<file path="config.mk">
export PLATFORM = sky130hd
export DESIGN_NAME = hazard_scoreboard_unit_flat
export DESIGN_NICKNAME = d
export VERILOG_FILES = /design/src/rtl/hazard_scoreboard_unit_pkg.sv /design/src/rtl/hazard_scoreboard_unit_if.sv /design/src/rtl/hazard_scoreboard_unit_md_busy_timer.sv /design/src/rtl/hazard_scoreboard_unit.sv /design/src/flat_wrapper.sv
export SDC_FILE = /design/constraint.sdc
export NUM_CORES = 1
export LEC_CHECK = 0
export CELL_PAD_IN_SITES_DETAIL_PLACEMENT = 0
export CELL_PAD_IN_SITES_GLOBAL_PLACEMENT = 1
export CORE_MARGIN = 5
export CORE_UTILIZATION = 46
export CTS_BUF_LIST = sky130_fd_sc_hd__clkbuf_8
export CTS_CLUSTER_SIZE = 8
export DETAILED_ROUTE_END_ITERATION = 6
export GPL_ROUTABILITY_DRIVEN = 0
export PLACE_DENSITY_LB_ADDON = 0.1
export SETUP_SLACK_MARGIN = 0.3
export SYNTH_ARGS = -nofsm -noshare
export SYNTH_HDL_FRONTEND = slang
export SYNTH_SLANG_ARGS = --single-unit
</file>
<file path="constraint.sdc">
create_clock -name clk -period 4.41 [get_ports clk]
set_clock_uncertainty 0.2 [all_clocks]
set_input_delay 0.441 -clock clk [delete_from_list [all_inputs] [get_ports clk]]
set_output_delay 0.441 -clock clk [all_outputs]
set_load 0.02 [all_outputs]
</file>
<file path="src/rtl/hazard_scoreboard_unit_pkg.sv">
// Shared constants for the hazard scoreboard unit.
//   fwd_sel_e : encoding of the forward mux selects driven to the datapath
//   DEF_*     : default geometry and mult/div latencies
package hazard_scoreboard_unit_pkg;

    typedef enum logic [1:0] {
        FWD_RF = 2'd0,  // register file / pipeline register value
        FWD_E  = 2'd1,  // E-stage result
        FWD_M  = 2'd2,  // M-stage result
        FWD_W  = 2'd3   // W-stage result
    } fwd_sel_e;

    localparam int DEF_NREAD       = 2;
    localparam int DEF_AW          = 5;
    localparam int DEF_TW          = 3;
    localparam int DEF_MULT_CYCLES = 5;
    localparam int DEF_DIV_CYCLES  = 10;

endpackage

</file>
<file path="src/rtl/hazard_scoreboard_unit_if.sv">
// D-stage decode info in, stall/forward controls out.
//   master : datapath side (drives decode info, consumes controls)
//   slave  : hazard scoreboard side
// raddr_D / tuse_D pack read port i at [i*AW +: AW] / [i*TW +: TW];
// fwd_*_sel pack port i at [2*i +: 2].
interface hazard_scoreboard_unit_if #(
    parameter int NREAD = 2,
    parameter int AW    = 5,
    parameter int TW    = 3
);
    logic                  valid_D;
    logic [NREAD*AW-1:0]   raddr_D;
    logic [NREAD*TW-1:0]   tuse_D;
    logic [AW-1:0]         waddr_D;
    logic                  we_D;
    logic [TW-1:0]         tnew_D;
    logic                  md_start_D;
    logic                  md_div_D;
    logic                  md_use_D;
    logic                  stall_F;
    logic                  stall_D;
    logic                  flush_E;
    logic [2*NREAD-1:0]    fwd_D_sel;
    logic [2*NREAD-1:0]    fwd_E_sel;
    logic                  fwd_M_sel;
    logic                  md_busy;

    modport master (
        output valid_D, raddr_D, tuse_D, waddr_D, we_D, tnew_D,
               md_start_D, md_div_D, md_use_D,
        input  stall_F, stall_D, flush_E, fwd_D_sel, fwd_E_sel, fwd_M_sel, md_busy
    );

    modport slave (
        input  valid_D, raddr_D, tuse_D, waddr_D, we_D, tnew_D,
               md_start_D, md_div_D, md_use_D,
        output stall_F, stall_D, flush_E, fwd_D_sel, fwd_E_sel, fwd_M_sel, md_busy
    );
endinterface

</file>
<file path="src/rtl/hazard_scoreboard_unit_md_busy_timer.sv">
// Mult/div busy down-counter.
//   clk, reset : clock, synchronous active-high reset
//   load       : load load_val this cycle (wins over the decrement)
//   load_val   : cycle count for the operation just started
//   busy       : counter nonzero
module hazard_scoreboard_unit_md_busy_timer #(
    parameter int CW = 4
) (
    input  logic          clk,
    input  logic          reset,
    input  logic          load,
    input  logic [CW-1:0] load_val,
    output logic          busy
);
    logic [CW-1:0] cnt_q, cnt_d;

    always_comb begin
        cnt_d = cnt_q;
        if (load)
            cnt_d = load_val;
        else if (cnt_q != '0)
            cnt_d = cnt_q - CW'(1);
    end

    always_ff @(posedge clk) begin
        if (reset) cnt_q <= '0;
        else       cnt_q <= cnt_d;
    end

    assign busy = (cnt_q != '0);
endmodule

</file>
<file path="src/rtl/hazard_scoreboard_unit.sv">
// Stall/forward controller for the F/D/E/M/W pipeline.
//   clk, reset : clock, synchronous active-high reset
//   hif        : slave side of hazard_scoreboard_unit_if (D decode info in,
//                stall_F/stall_D/flush_E, forward selects and md_busy out)
// Shadows dest/we/Tnew of E, M, W from the D-stage info it is fed, so the
// datapath only has to present the instruction currently in D.
module hazard_scoreboard_unit
    import hazard_scoreboard_unit_pkg::*;
#(
    parameter int NREAD       = DEF_NREAD,
    parameter int AW          = DEF_AW,
    parameter int TW          = DEF_TW,
    parameter int MULT_CYCLES = DEF_MULT_CYCLES,
    parameter int DIV_CYCLES  = DEF_DIV_CYCLES
) (
    input logic                     clk,
    input logic                     reset,
    hazard_scoreboard_unit_if.slave hif
);
    localparam int SP    = (NREAD > 1) ? 1 : 0;  // store-data read port
    localparam int MDMAX = (MULT_CYCLES > DIV_CYCLES) ? MULT_CYCLES : DIV_CYCLES;
    localparam int CW    = $clog2(MDMAX + 1);

    logic [NREAD-1:0][AW-1:0] raddr_v;
    logic [NREAD-1:0][TW-1:0] tuse_v;
    logic [NREAD-1:0][1:0]    fwd_d_v, fwd_e_v;
    logic [NREAD-1:0]         port_stall;
    logic                     data_stall, md_stall, stall, adv, md_busy;

    // shadow pipeline
    logic                     we_e_q, we_e_d, md_start_e_q, md_start_e_d, md_div_e_q, md_div_e_d;
    logic [AW-1:0]            waddr_e_q, waddr_e_d;
    logic [TW-1:0]            tnew_e_q, tnew_e_d;
    logic [NREAD-1:0][AW-1:0] raddr_e_q, raddr_e_d;
    logic                     we_m_q, we_m_d;
    logic [AW-1:0]            waddr_m_q, waddr_m_d, raddr1_m_q, raddr1_m_d;
    logic [TW-1:0]            tnew_m_q, tnew_m_d;
    logic                     we_w_q, we_w_d;
    logic [AW-1:0]            waddr_w_q, waddr_w_d;

    assign raddr_v = hif.raddr_D;
    assign tuse_v  = hif.tuse_D;

    for (genvar i = 0; i < NREAD; i++) begin : g_port
        logic       nz_d, m_e, m_m, m_w, used, stl;
        logic       nz_e, em_m, em_w;
        logic [1:0] fd, fe;

        assign nz_d = (raddr_v[i] != '0);
        assign m_e  = we_e_q && (waddr_e_q == raddr_v[i]) && nz_d;
        assign m_m  = we_m_q && (waddr_m_q == raddr_v[i]) && nz_d;
        assign m_w  = we_w_q && (waddr_w_q == raddr_v[i]) && nz_d;
        assign used = (tuse_v[i] != '1);

        // Only the nearest producer counts; W data is final, so a W match
        // never stalls and always forwards.
        always_comb begin
            stl = 1'b0;
            fd  = FWD_RF;
            if (m_e) begin
                stl = used && (tnew_e_q > tuse_v[i]);
                if (tnew_e_q == '0) fd = FWD_E;
            end else if (m_m) begin
                stl = used && (tnew_m_q > tuse_v[i]);
                if (tnew_m_q == '0) fd = FWD_M;
            end else if (m_w) begin
                fd = FWD_W;
            end
        end

        assign nz_e = (raddr_e_q[i] != '0);
        assign em_m = we_m_q && (waddr_m_q == raddr_e_q[i]) && nz_e;
        assign em_w = we_w_q && (waddr_w_q == raddr_e_q[i]) && nz_e;
        assign fe   = em_m ? FWD_M : (em_w ? FWD_W : FWD_RF);

        assign port_stall[i] = stl;
        assign fwd_d_v[i]    = fd;
        assign fwd_e_v[i]    = fe;
    end

    assign data_stall = hif.valid_D && (|port_stall);
    // The start sits in E one cycle before the timer is loaded; the
    // md_start_e_q term covers that gap.
    assign md_stall   = hif.valid_D && hif.md_use_D && (md_busy || md_start_e_q);
    assign stall      = data_stall || md_stall;
    assign adv        = hif.valid_D && !stall;

    always_comb begin
        we_e_d       = adv && hif.we_D;
        waddr_e_d    = adv ? hif.waddr_D : '0;
        tnew_e_d     = adv ? hif.tnew_D : '0;
        raddr_e_d    = adv ? raddr_v : '0;
        md_start_e_d = adv && hif.md_start_D;
        md_div_e_d   = adv && hif.md_div_D;
        we_m_d       = we_e_q;
        waddr_m_d    = waddr_e_q;
        tnew_m_d     = (tnew_e_q != '0) ? tnew_e_q - TW'(1) : '0;
        raddr1_m_d   = raddr_e_q[SP];
        we_w_d       = we_m_q;
        waddr_w_d    = waddr_m_q;
    end

    always_ff @(posedge clk) begin
        if (reset) begin
            we_e_q       <= 1'b0;
            waddr_e_q    <= '0;
            tnew_e_q     <= '0;
            raddr_e_q    <= '0;
            md_start_e_q <= 1'b0;
            md_div_e_q   <= 1'b0;
            we_m_q       <= 1'b0;
            waddr_m_q    <= '0;
            tnew_m_q     <= '0;
            raddr1_m_q   <= '0;
            we_w_q       <= 1'b0;
            waddr_w_q    <= '0;
        end else begin
            we_e_q       <= we_e_d;
            waddr_e_q    <= waddr_e_d;
            tnew_e_q     <= tnew_e_d;
            raddr_e_q    <= raddr_e_d;
            md_start_e_q <= md_start_e_d;
            md_div_e_q   <= md_div_e_d;
            we_m_q       <= we_m_d;
            waddr_m_q    <= waddr_m_d;
            tnew_m_q     <= tnew_m_d;
            raddr1_m_q   <= raddr1_m_d;
            we_w_q       <= we_w_d;
            waddr_w_q    <= waddr_w_d;
        end
    end

    // Timer starts counting once the start has reached E.
    hazard_scoreboard_unit_md_busy_timer #(.CW(CW)) u_md_timer (
        .clk      (clk),
        .reset    (reset),
        .load     (md_start_e_q),
        .load_val (md_div_e_q ? CW'(DIV_CYCLES) : CW'(MULT_CYCLES)),
        .busy     (md_busy)
    );

    assign hif.stall_F   = stall;
    assign hif.stall_D   = stall;
    assign hif.flush_E   = stall;
    assign hif.fwd_D_sel = fwd_d_v;
    assign hif.fwd_E_sel = fwd_e_v;
    assign hif.fwd_M_sel = we_w_q && (waddr_w_q == raddr1_m_q) && (raddr1_m_q != '0);
    assign hif.md_busy   = md_busy;
endmodule

</file>
<file path="src/flat_wrapper.sv">
// flat-port wrapper written by rule: the top's interface ports become plain ports
module hazard_scoreboard_unit_flat import hazard_scoreboard_unit_pkg::*;
#(
    parameter int NREAD       = DEF_NREAD,
    parameter int AW          = DEF_AW,
    parameter int TW          = DEF_TW,
    parameter int MULT_CYCLES = DEF_MULT_CYCLES,
    parameter int DIV_CYCLES  = DEF_DIV_CYCLES
)
  (clk, reset, hif_valid_D, hif_raddr_D, hif_tuse_D, hif_waddr_D, hif_we_D, hif_tnew_D, hif_md_start_D, hif_md_div_D, hif_md_use_D, hif_stall_F, hif_stall_D, hif_flush_E, hif_fwd_D_sel, hif_fwd_E_sel, hif_fwd_M_sel, hif_md_busy);
  hazard_scoreboard_unit_if #(.NREAD(NREAD), .AW(AW), .TW(TW)) hif_i ();
  input logic clk;
  input logic reset;
  input wire logic [$bits(hif_i.valid_D)-1:0] hif_valid_D;
  input wire logic [$bits(hif_i.raddr_D)-1:0] hif_raddr_D;
  input wire logic [$bits(hif_i.tuse_D)-1:0] hif_tuse_D;
  input wire logic [$bits(hif_i.waddr_D)-1:0] hif_waddr_D;
  input wire logic [$bits(hif_i.we_D)-1:0] hif_we_D;
  input wire logic [$bits(hif_i.tnew_D)-1:0] hif_tnew_D;
  input wire logic [$bits(hif_i.md_start_D)-1:0] hif_md_start_D;
  input wire logic [$bits(hif_i.md_div_D)-1:0] hif_md_div_D;
  input wire logic [$bits(hif_i.md_use_D)-1:0] hif_md_use_D;
  output wire logic [$bits(hif_i.stall_F)-1:0] hif_stall_F;
  output wire logic [$bits(hif_i.stall_D)-1:0] hif_stall_D;
  output wire logic [$bits(hif_i.flush_E)-1:0] hif_flush_E;
  output wire logic [$bits(hif_i.fwd_D_sel)-1:0] hif_fwd_D_sel;
  output wire logic [$bits(hif_i.fwd_E_sel)-1:0] hif_fwd_E_sel;
  output wire logic [$bits(hif_i.fwd_M_sel)-1:0] hif_fwd_M_sel;
  output wire logic [$bits(hif_i.md_busy)-1:0] hif_md_busy;
  assign hif_i.valid_D = hif_valid_D;
  assign hif_i.raddr_D = hif_raddr_D;
  assign hif_i.tuse_D = hif_tuse_D;
  assign hif_i.waddr_D = hif_waddr_D;
  assign hif_i.we_D = hif_we_D;
  assign hif_i.tnew_D = hif_tnew_D;
  assign hif_i.md_start_D = hif_md_start_D;
  assign hif_i.md_div_D = hif_md_div_D;
  assign hif_i.md_use_D = hif_md_use_D;
  assign hif_stall_F = hif_i.stall_F;
  assign hif_stall_D = hif_i.stall_D;
  assign hif_flush_E = hif_i.flush_E;
  assign hif_fwd_D_sel = hif_i.fwd_D_sel;
  assign hif_fwd_E_sel = hif_i.fwd_E_sel;
  assign hif_fwd_M_sel = hif_i.fwd_M_sel;
  assign hif_md_busy = hif_i.md_busy;
  hazard_scoreboard_unit #(.NREAD(NREAD), .AW(AW), .TW(TW), .MULT_CYCLES(MULT_CYCLES), .DIV_CYCLES(DIV_CYCLES)) u_core (.clk(clk), .reset(reset), .hif(hif_i));
endmodule
</file>
==> flow_summary.yaml, run 1 <==
drt:
  vias_per_cell: 5.26
  vias: 2162
  drc_errors: 0
  drt-total-wl_um: 6310
  ant_nets: 0
  dr.first_iter.drc_count: 71
  firstDrtPassIters: 4
  wl_per_cell_um: 15.3
placement:
  dpl_cell_area_um2: 3180
  place_hpwl_um: 4830
  place_inst: 403
  port_buffers: 43
clock_network:
  cts_tree: "done"
  clock_sinks: 45
  cts_setup_buffers: 0
  clk_pin_slew_ns: 0.08
  clockRootBuffer: "clkbuf_8"
  numCtsBuffers: 5
  hold_buffers: 0
  ctsHtreeMaxLevel: 2
  cts_buffer_depth: 2
  cts_resized: 0
  insertion_delay_ns: 0.30
synthesis:
  synth_nets: 352
  yosys_warnings: 0
  yosys.area.top_type: "dfxtp_1"
  yosys-top-cells-area: "dfxtp_1 (32%), xnor2_1 (10%), xor2_1 (7.3%), ha_1 (7.2%), nand4_1 (6.5%)"
  synth-seq-cells: 45
  syn_inst: 305
  yosysSeqAreaShare_pct: 32.4
  avgSynthCellArea_um2: 9.11
  ys_types: 39
  synth_area_um2: 2780
  synth_top_cell_area_share_pct: 32.4
global_route:
  antenna_found_initial: 0
  overflow: 0
  first_global_vias: 2157
  grt_pass1_wl_um: 10600
  grt_usage_pct: 17.7
  grt_max_degree: 26
cells_and_area:
  num-fill-cells: 562
  n_antenna_cell: 0
  drive_gt1_share_pct: 13.1
  stdcell_count: 411
  multiInputGateArea_um2: 1680
  post-route-cell-area_um2: 3270
  area_growth_syn_to_layout_pct: 17.8
  nets: 382
  final_core_util_pct: 55.6
  seqCellArea_um2: 901
timing:
  min_period_ns: 3.63
  fin_crit_sh_pct: 82.4
  timing.setup.tns_ns: 0
  worst_pin_slew_ns: 0.948
  timing_hold_violations_final: 0
  fmax_mhz: 275
  slew_viol_final: 0
  setup_viol: 0
  slew-limit-headroom_pct: 36.6
  rsz0062_at_grt: "no"
  whs_ns: 0.227
pwr:
  p_leak_nw: 1.30
  sw_frac_of_total_pct: 34.4
  ir_drop_v: 0.000281
  internal-power_uw: 742
  power.density_nw_per_um2: 346
  comb_power_share_pct: 34.0
  seqPwrFrac_pct: 43.1
  power_frac_clock_pct: 22.9
  p_sw_uw: 389
die:
  die_area_um2: 7690
  initial_core_util_pct: 47.2
  io_pins: 44
  die_width_um: 87.7
  coreArea_um2: 5890
  num_rows: 28
  die_h_um: 87.7
worst_setup_path:
  critPathKind: "primary input to primary output"
  arrival_ns: 2.99
  crit_chain: "clkdlybuf4s50_1 > or4_4 > nor2_4 > nor4_1 > nor4_1 > a21oi_1 > nor2_1 > clkdlybuf4s50_1"
  cp-end-kind: "primary output"
  cpPeakStageDelay_ns: 0.61
  cp.required_ns: 3.77
  path_max_fanout: 5
  critPathLaunchType: "primary input"
  cp_slowest_cell: "clkdlybuf4s50_1"
worst_hold_path:
  hp-class: "flip-flop to flip-flop"
status:
  outcome: "finished, final reports clean"
flow_run:
  max-cap-violations: 0
-- per-layer routing --
layer	track usage (%)	part of all wire [%]	up-vias
met5	0	0	-
met4	4.60	1.2	0
met3	4.14	5.0	8
met2	31.2	47	45
met1	21.6	47	1005
li1	-	-	1104
-- cell families (layout without fill, tap and decap cells) --
logic type      after synthesis  in the layout  share of synthesized area, %
mux                           2              2                         0.811
flops                        45             45                          32.4
compound gates               23             23                          6.62
simple gates                128            128                          28.6
xor+xnor                     55             55                          17.3
fa+ha+maj                    16             16                          7.21
buf+inv                      36             67                          7.03
-- worst paths after layout --
path	startpoint	end	slack, ns	cells after the start
worst min-delay path	u_core.tnew_e_q[0]$_SDFF_PP0_	u_core.tnew_m_q[0]$_SDFF_PP0_	0.23	1
worst min register to register	u_core.tnew_e_q[0]$_SDFF_PP0_	u_core.tnew_m_q[0]$_SDFF_PP0_	0.23	1
worst max-delay path	hif_raddr_D[6]	hif_fwd_D_sel[3]	0.78	8
worst max register to register	u_core.waddr_m_q[2]$_SDFF_PP0_	u_core.raddr_e_q[1]$_SDFF_PP0_	2.14	6
-- state kept, by name, summed over array words and instances (netlist names), 3 cells and up --
signal                   count
u_core.raddr1_m_d            5
u_core.raddr1_m_q            5
u_core.raddr_e_q             5
u_core.tnew_e_q              3
u_core.tnew_m_q              3
u_core.u_md_timer.cnt_q      4
u_core.waddr_e_q             5
u_core.waddr_m_q             5
u_core.waddr_w_q             5
-- cells in the final DEF (no fill, tap or decap), drive strengths merged --
cell type       n
dfxtp          45
inv            13
mux2            2
o21a            4
a21o            2
nand3           7
nor2           33
a211oi          1
clkbuf          5
a41oi           1
ha             16
clkinvlp        1
nand2           7
nor2b          21
a22oi           1
xor2           23
nand2b          2
nor4           11
and3            1
buf             4
o21ai           2
clkinv          1
or4             3
or2             1
a22o            1
and2            1
a21oi           9
o2111ai         2
clkdlybuf4s50  43
nor3           12
xnor2          32
nand4          29
-- through the flow --
stage	power [mW]	setup WS (ns)
2_1_floorplan	0.777	1.75
3_3_place_gp	0.881	0.807
3_5_place_dp	0.882	0.767
4_1_cts	1.14	0.761
5_1_grt	1.21	0.686
6_report	1.13	0.775
-- cell usage after synthesis --
library cell / instances
dfxtp_1: 45
xnor2_1: 32
nand4_1: 29
xor2_1: 23
nor2b_1: 21
nor2_2: 20
ha_1: 16
clkbuf_1: 14
inv_1: 12
nor2_1: 11
nor3_1: 10
a21oi_1: 9
nor4_1: 9
nand2_1: 7
nand3_1: 7
o21a_1: 4
buf_2: 3
a21o_1: 2
buf_12: 2
buf_4: 2
buf_6: 2
mux2_1: 2
nand2b_1: 2
nor2_4: 2
nor3_2: 2
nor4_4: 2
o21ai_0: 2
or4_4: 2
a211oi_1: 1
a22o_4: 1
a22oi_1: 1
a41oi_4: 1
and2_1: 1
and3_1: 1
clkbuf_2: 1
o2111ai_1: 1
o2111ai_2: 1
or2_2: 1
or4_1: 1
-- power groups by stage --
stage | logic, mW | clock network (mW) | registers (mW)
floorplan | 0.296 | 0 | 0.481
global placement | 0.382 | 0 | 0.499
detailed placement | 0.384 | 0 | 0.498
CTS | 0.387 | 0.268 | 0.488
global route | 0.433 | 0.287 | 0.493
finish | 0.384 | 0.259 | 0.488
-- critical path: cells and delay by family --
family,cells,cell delay [ns]
AND/OR/NAND/NOR,5,1.33
buffers and inverters,2,1.14
AO/OA/AOI/OAI,1,0.08
-- cell type report --
| class | count | share of cell area [%] |
|---|---|---|
| Multi-Input combinational cell | 224 | 51.4 |
| Timing Repair Buffer | 47 | 14.1 |
| Sequential cell | 45 | 27.5 |
| Tap cell | 75 | 2.87 |
| Clock inverter | 3 | 0.650 |
| Clock buffer | 5 | 2.10 |
| Inverter | 12 | 1.38 |
No activity file was read; power rests on OpenSTA's default activity.
==> run 2, diff against run 1 <==
--- a/config.mk
+++ b/config.mk
@@ -8,7 +8,7 @@
 export CELL_PAD_IN_SITES_DETAIL_PLACEMENT = 0
 export CELL_PAD_IN_SITES_GLOBAL_PLACEMENT = 1
 export CORE_MARGIN = 5
-export CORE_UTILIZATION = 46
+export CORE_UTILIZATION = 42
 export CTS_BUF_LIST = sky130_fd_sc_hd__clkbuf_8
 export CTS_CLUSTER_SIZE = 8
 export DETAILED_ROUTE_END_ITERATION = 6
==> constraint.sdc (replaced) <==
create_clock -name clk -period 3.6 [get_ports clk]
set_clock_uncertainty 0.2 [all_clocks]
set_input_delay 0.36 -clock clk [delete_from_list [all_inputs] [get_ports clk]]
set_output_delay 0.36 -clock clk [all_outputs]
set_load 0.02 [all_outputs]
==> run 2 against run 1 <==
  * Clock-buffer cell count is 1 higher
  * Critical path depth is 1 lower
  * Via count down 0.88%
  * Hold slack got worse by 0.015 ns
  * Worst setup slack worse by 0.30 ns
  * First-iteration DRC count decreased by 7.0%
  * Critical endpoint is now hif_fwd_D_sel[0]
  * Critical path type unchanged
  * Clock power increased by 32%
==> flow_summary.yaml, run 2 (same netlist as run 1, synthesis figures left out) <==
pwr:
  power.density_nw_per_um2: 420
  power_frac_clock_pct: 24.2
  ir_drop_v: 0.000345
  sw_frac_of_total_pct: 34.0
  p_leak_nw: 1.39
  comb_power_share_pct: 33.2
  seqPwrFrac_pct: 42.6
  internal-power_uw: 928
  p_sw_uw: 479
timing:
  fin_crit_sh_pct: 86.8
  timing_hold_violations_final: 0
  slew-limit-headroom_pct: 65.5
  slew_viol_final: 0
  setup_viol: 0
  worst_pin_slew_ns: 0.513
  timing.setup.tns_ns: 0
  fmax_mhz: 320
  rsz0062_at_grt: "no"
  min_period_ns: 3.13
worst_setup_path:
  r2r_slack_ns: 1.42
  cp_slowest_cell: "or4_4"
  cp-end-kind: "primary output"
  crit_chain: "clkdlybuf4s50_1 > or4_4 > nor2_4 > nor4_2 > nor4_1 > mux2_1 > dlygate4sd2_1"
  worst_path_dominant_cell_family: "simple AND/OR/NAND/NOR gates"
  cpPeakStageDelay_ns: 0.55
  r2r_end: "u_core.raddr1_m_d[2]$_SDFF_PP0_"
  critPathLaunchType: "primary input"
  critPathKind: "primary input to primary output"
  arrival_ns: 2.57
  critPathBufInv: 2
  path_max_fanout: 5
  reg2reg_depth: 6
  cp.required_ns: 3.04
  r2r-start: "u_core.waddr_m_q[3]$_SDFF_PP0_"
die:
  die_h_um: 91.3
  num_rows: 29
  coreArea_um2: 6390
  die_area_um2: 8340
  io_pins: 44
  initial_core_util_pct: 43.5
  die_width_um: 91.3
clock_network:
  cts_buffer_depth: 2
  hold_buffers: 0
  cts_setup_buffers: 0
  cts_tree: "done"
  clockRootBuffer: "clkbuf_8"
  insertion_delay_ns: 0.31
  clock_sinks: 45
  clk_pin_slew_ns: 0.08
  numCtsBuffers: 5
  ctsHtreeMaxLevel: 2
placement:
  place_inst: 412
  place_hpwl_um: 5090
  port_buffers: 43
drt:
  dr.first_iter.drc_count: 66
  drt-total-wl_um: 6720
  vias: 2143
  drc_errors: 0
  vias_per_cell: 5.10
  wl_per_cell_um: 16.0
  ant_nets: 0
  firstDrtPassIters: 4
worst_hold_path:
  hp-class: "flip-flop to flip-flop"
  whs_path_depth: 1
  min_from: "u_core.tnew_e_q[0]$_SDFF_PP0_"
  worst_hold_path.endpoint: "u_core.tnew_m_q[0]$_SDFF_PP0_"
cells_and_area:
  n_antenna_cell: 0
  layout_commonest_cell: "dfxtp_1"
  drive_gt1_share_pct: 15.7
  layout_common_cells: "dfxtp_1 (45), clkdlybuf4s50_1 (36), xnor2_1 (32)"
  nets: 389
  stdcell_count: 420
  area_growth_syn_to_layout_pct: 20.6
global_route:
  grt_max_degree: 26
  antenna_found_initial: 0
  overflow: 0
  grt_pass1_wl_um: 11200
  first_global_vias: 2148
  grt_usage_pct: 16.7
flow_run:
  max-cap-violations: 0
status:
  outcome: "finished, final reports clean"
==> run 2: cell count changes in the layout (fill, tap and decap cells not counted), moves of 3 or more <==
cell | previous run | this run
buf_4 | 4 | 11
nor4_1 | 9 | 6
dlygate4sd2_1 | 0 | 6
clkdlybuf4s50_1 | 43 | 36
nor4_2 | 0 | 3
==> run 2: through the flow <==
| step | util, % | power [mW] | hold slack, ns | area, um2 | setup WS [ns] |
|---|---|---|---|---|---|
| after global routing | 52.4 | 1.52 | 0.234 | 3350 | 0.342 |
| after global placement | 50.7 | 1.08 | 0.198 | 3240 | 0.160 |
| after CTS | 52.3 | 1.43 | 0.216 | 3340 | 0.281 |
| after floorplan | - | 0.952 | 0.191 | 2780 | 1.10 |
| after detailed placement | 50.7 | 1.09 | 0.204 | 3240 | 0.144 |
| final | 52.4 | 1.41 | 0.213 | 3350 | 0.473 |
==> run 2: how the worst max path moves through the flow <==
stage	startpoint	cells after the start	slack, ns	endpoint
floorplan	hif_raddr_D[6]	7	1.10	hif_stall_D
global placement	hif_raddr_D[9]	7	0.16	hif_fwd_D_sel[2]
detailed placement	hif_raddr_D[9]	7	0.14	hif_fwd_D_sel[2]
CTS	hif_raddr_D[9]	7	0.28	hif_fwd_D_sel[2]
global route	hif_raddr_D[3]	8	0.34	hif_fwd_D_sel[1]
finish	hif_raddr_D[3]	7	0.47	hif_fwd_D_sel[0]
==> run 2: area by class of cell <==
class	instances	area, um2
clock buffers	6	82.6
clock inverters	2	16.3
fillers	620	3040
inverters	12	45.0
multi-input cells	224	1700
flip-flops and latches	45	901
well taps	77	96.3
repair buffers	54	508
==> run 2: timing repair <==
action | in CTS | in global routing
resized for setup | 8 | 2
cloned | 0 | 0
endpoints found under the setup margin | 7 | 3
==> run 2: power groups by stage <==
stage	Sequential, mW	Clock, mW	Combinational (mW)
floorplan	0.589	0	0.363
global placement	0.612	0	0.472
detailed placement	0.611	0	0.474
CTS	0.600	0.354	0.472
global route	0.608	0.379	0.528
finish	0.599	0.341	0.467
==> run 2: metal layers <==
layer / routed length [um] / vias to the layer above / share of wire, % / global-route usage, %
met3: 267 / 5 / 4.0 / 5.12
met5: 0 / - / 0 / 0
li1: - / 1116 / - / -
met2: 2880 / 31 / 43 / 24.2
met1: 3540 / 991 / 53 / 24.7
met4: 40 / 0 / 0.60 / 2.81
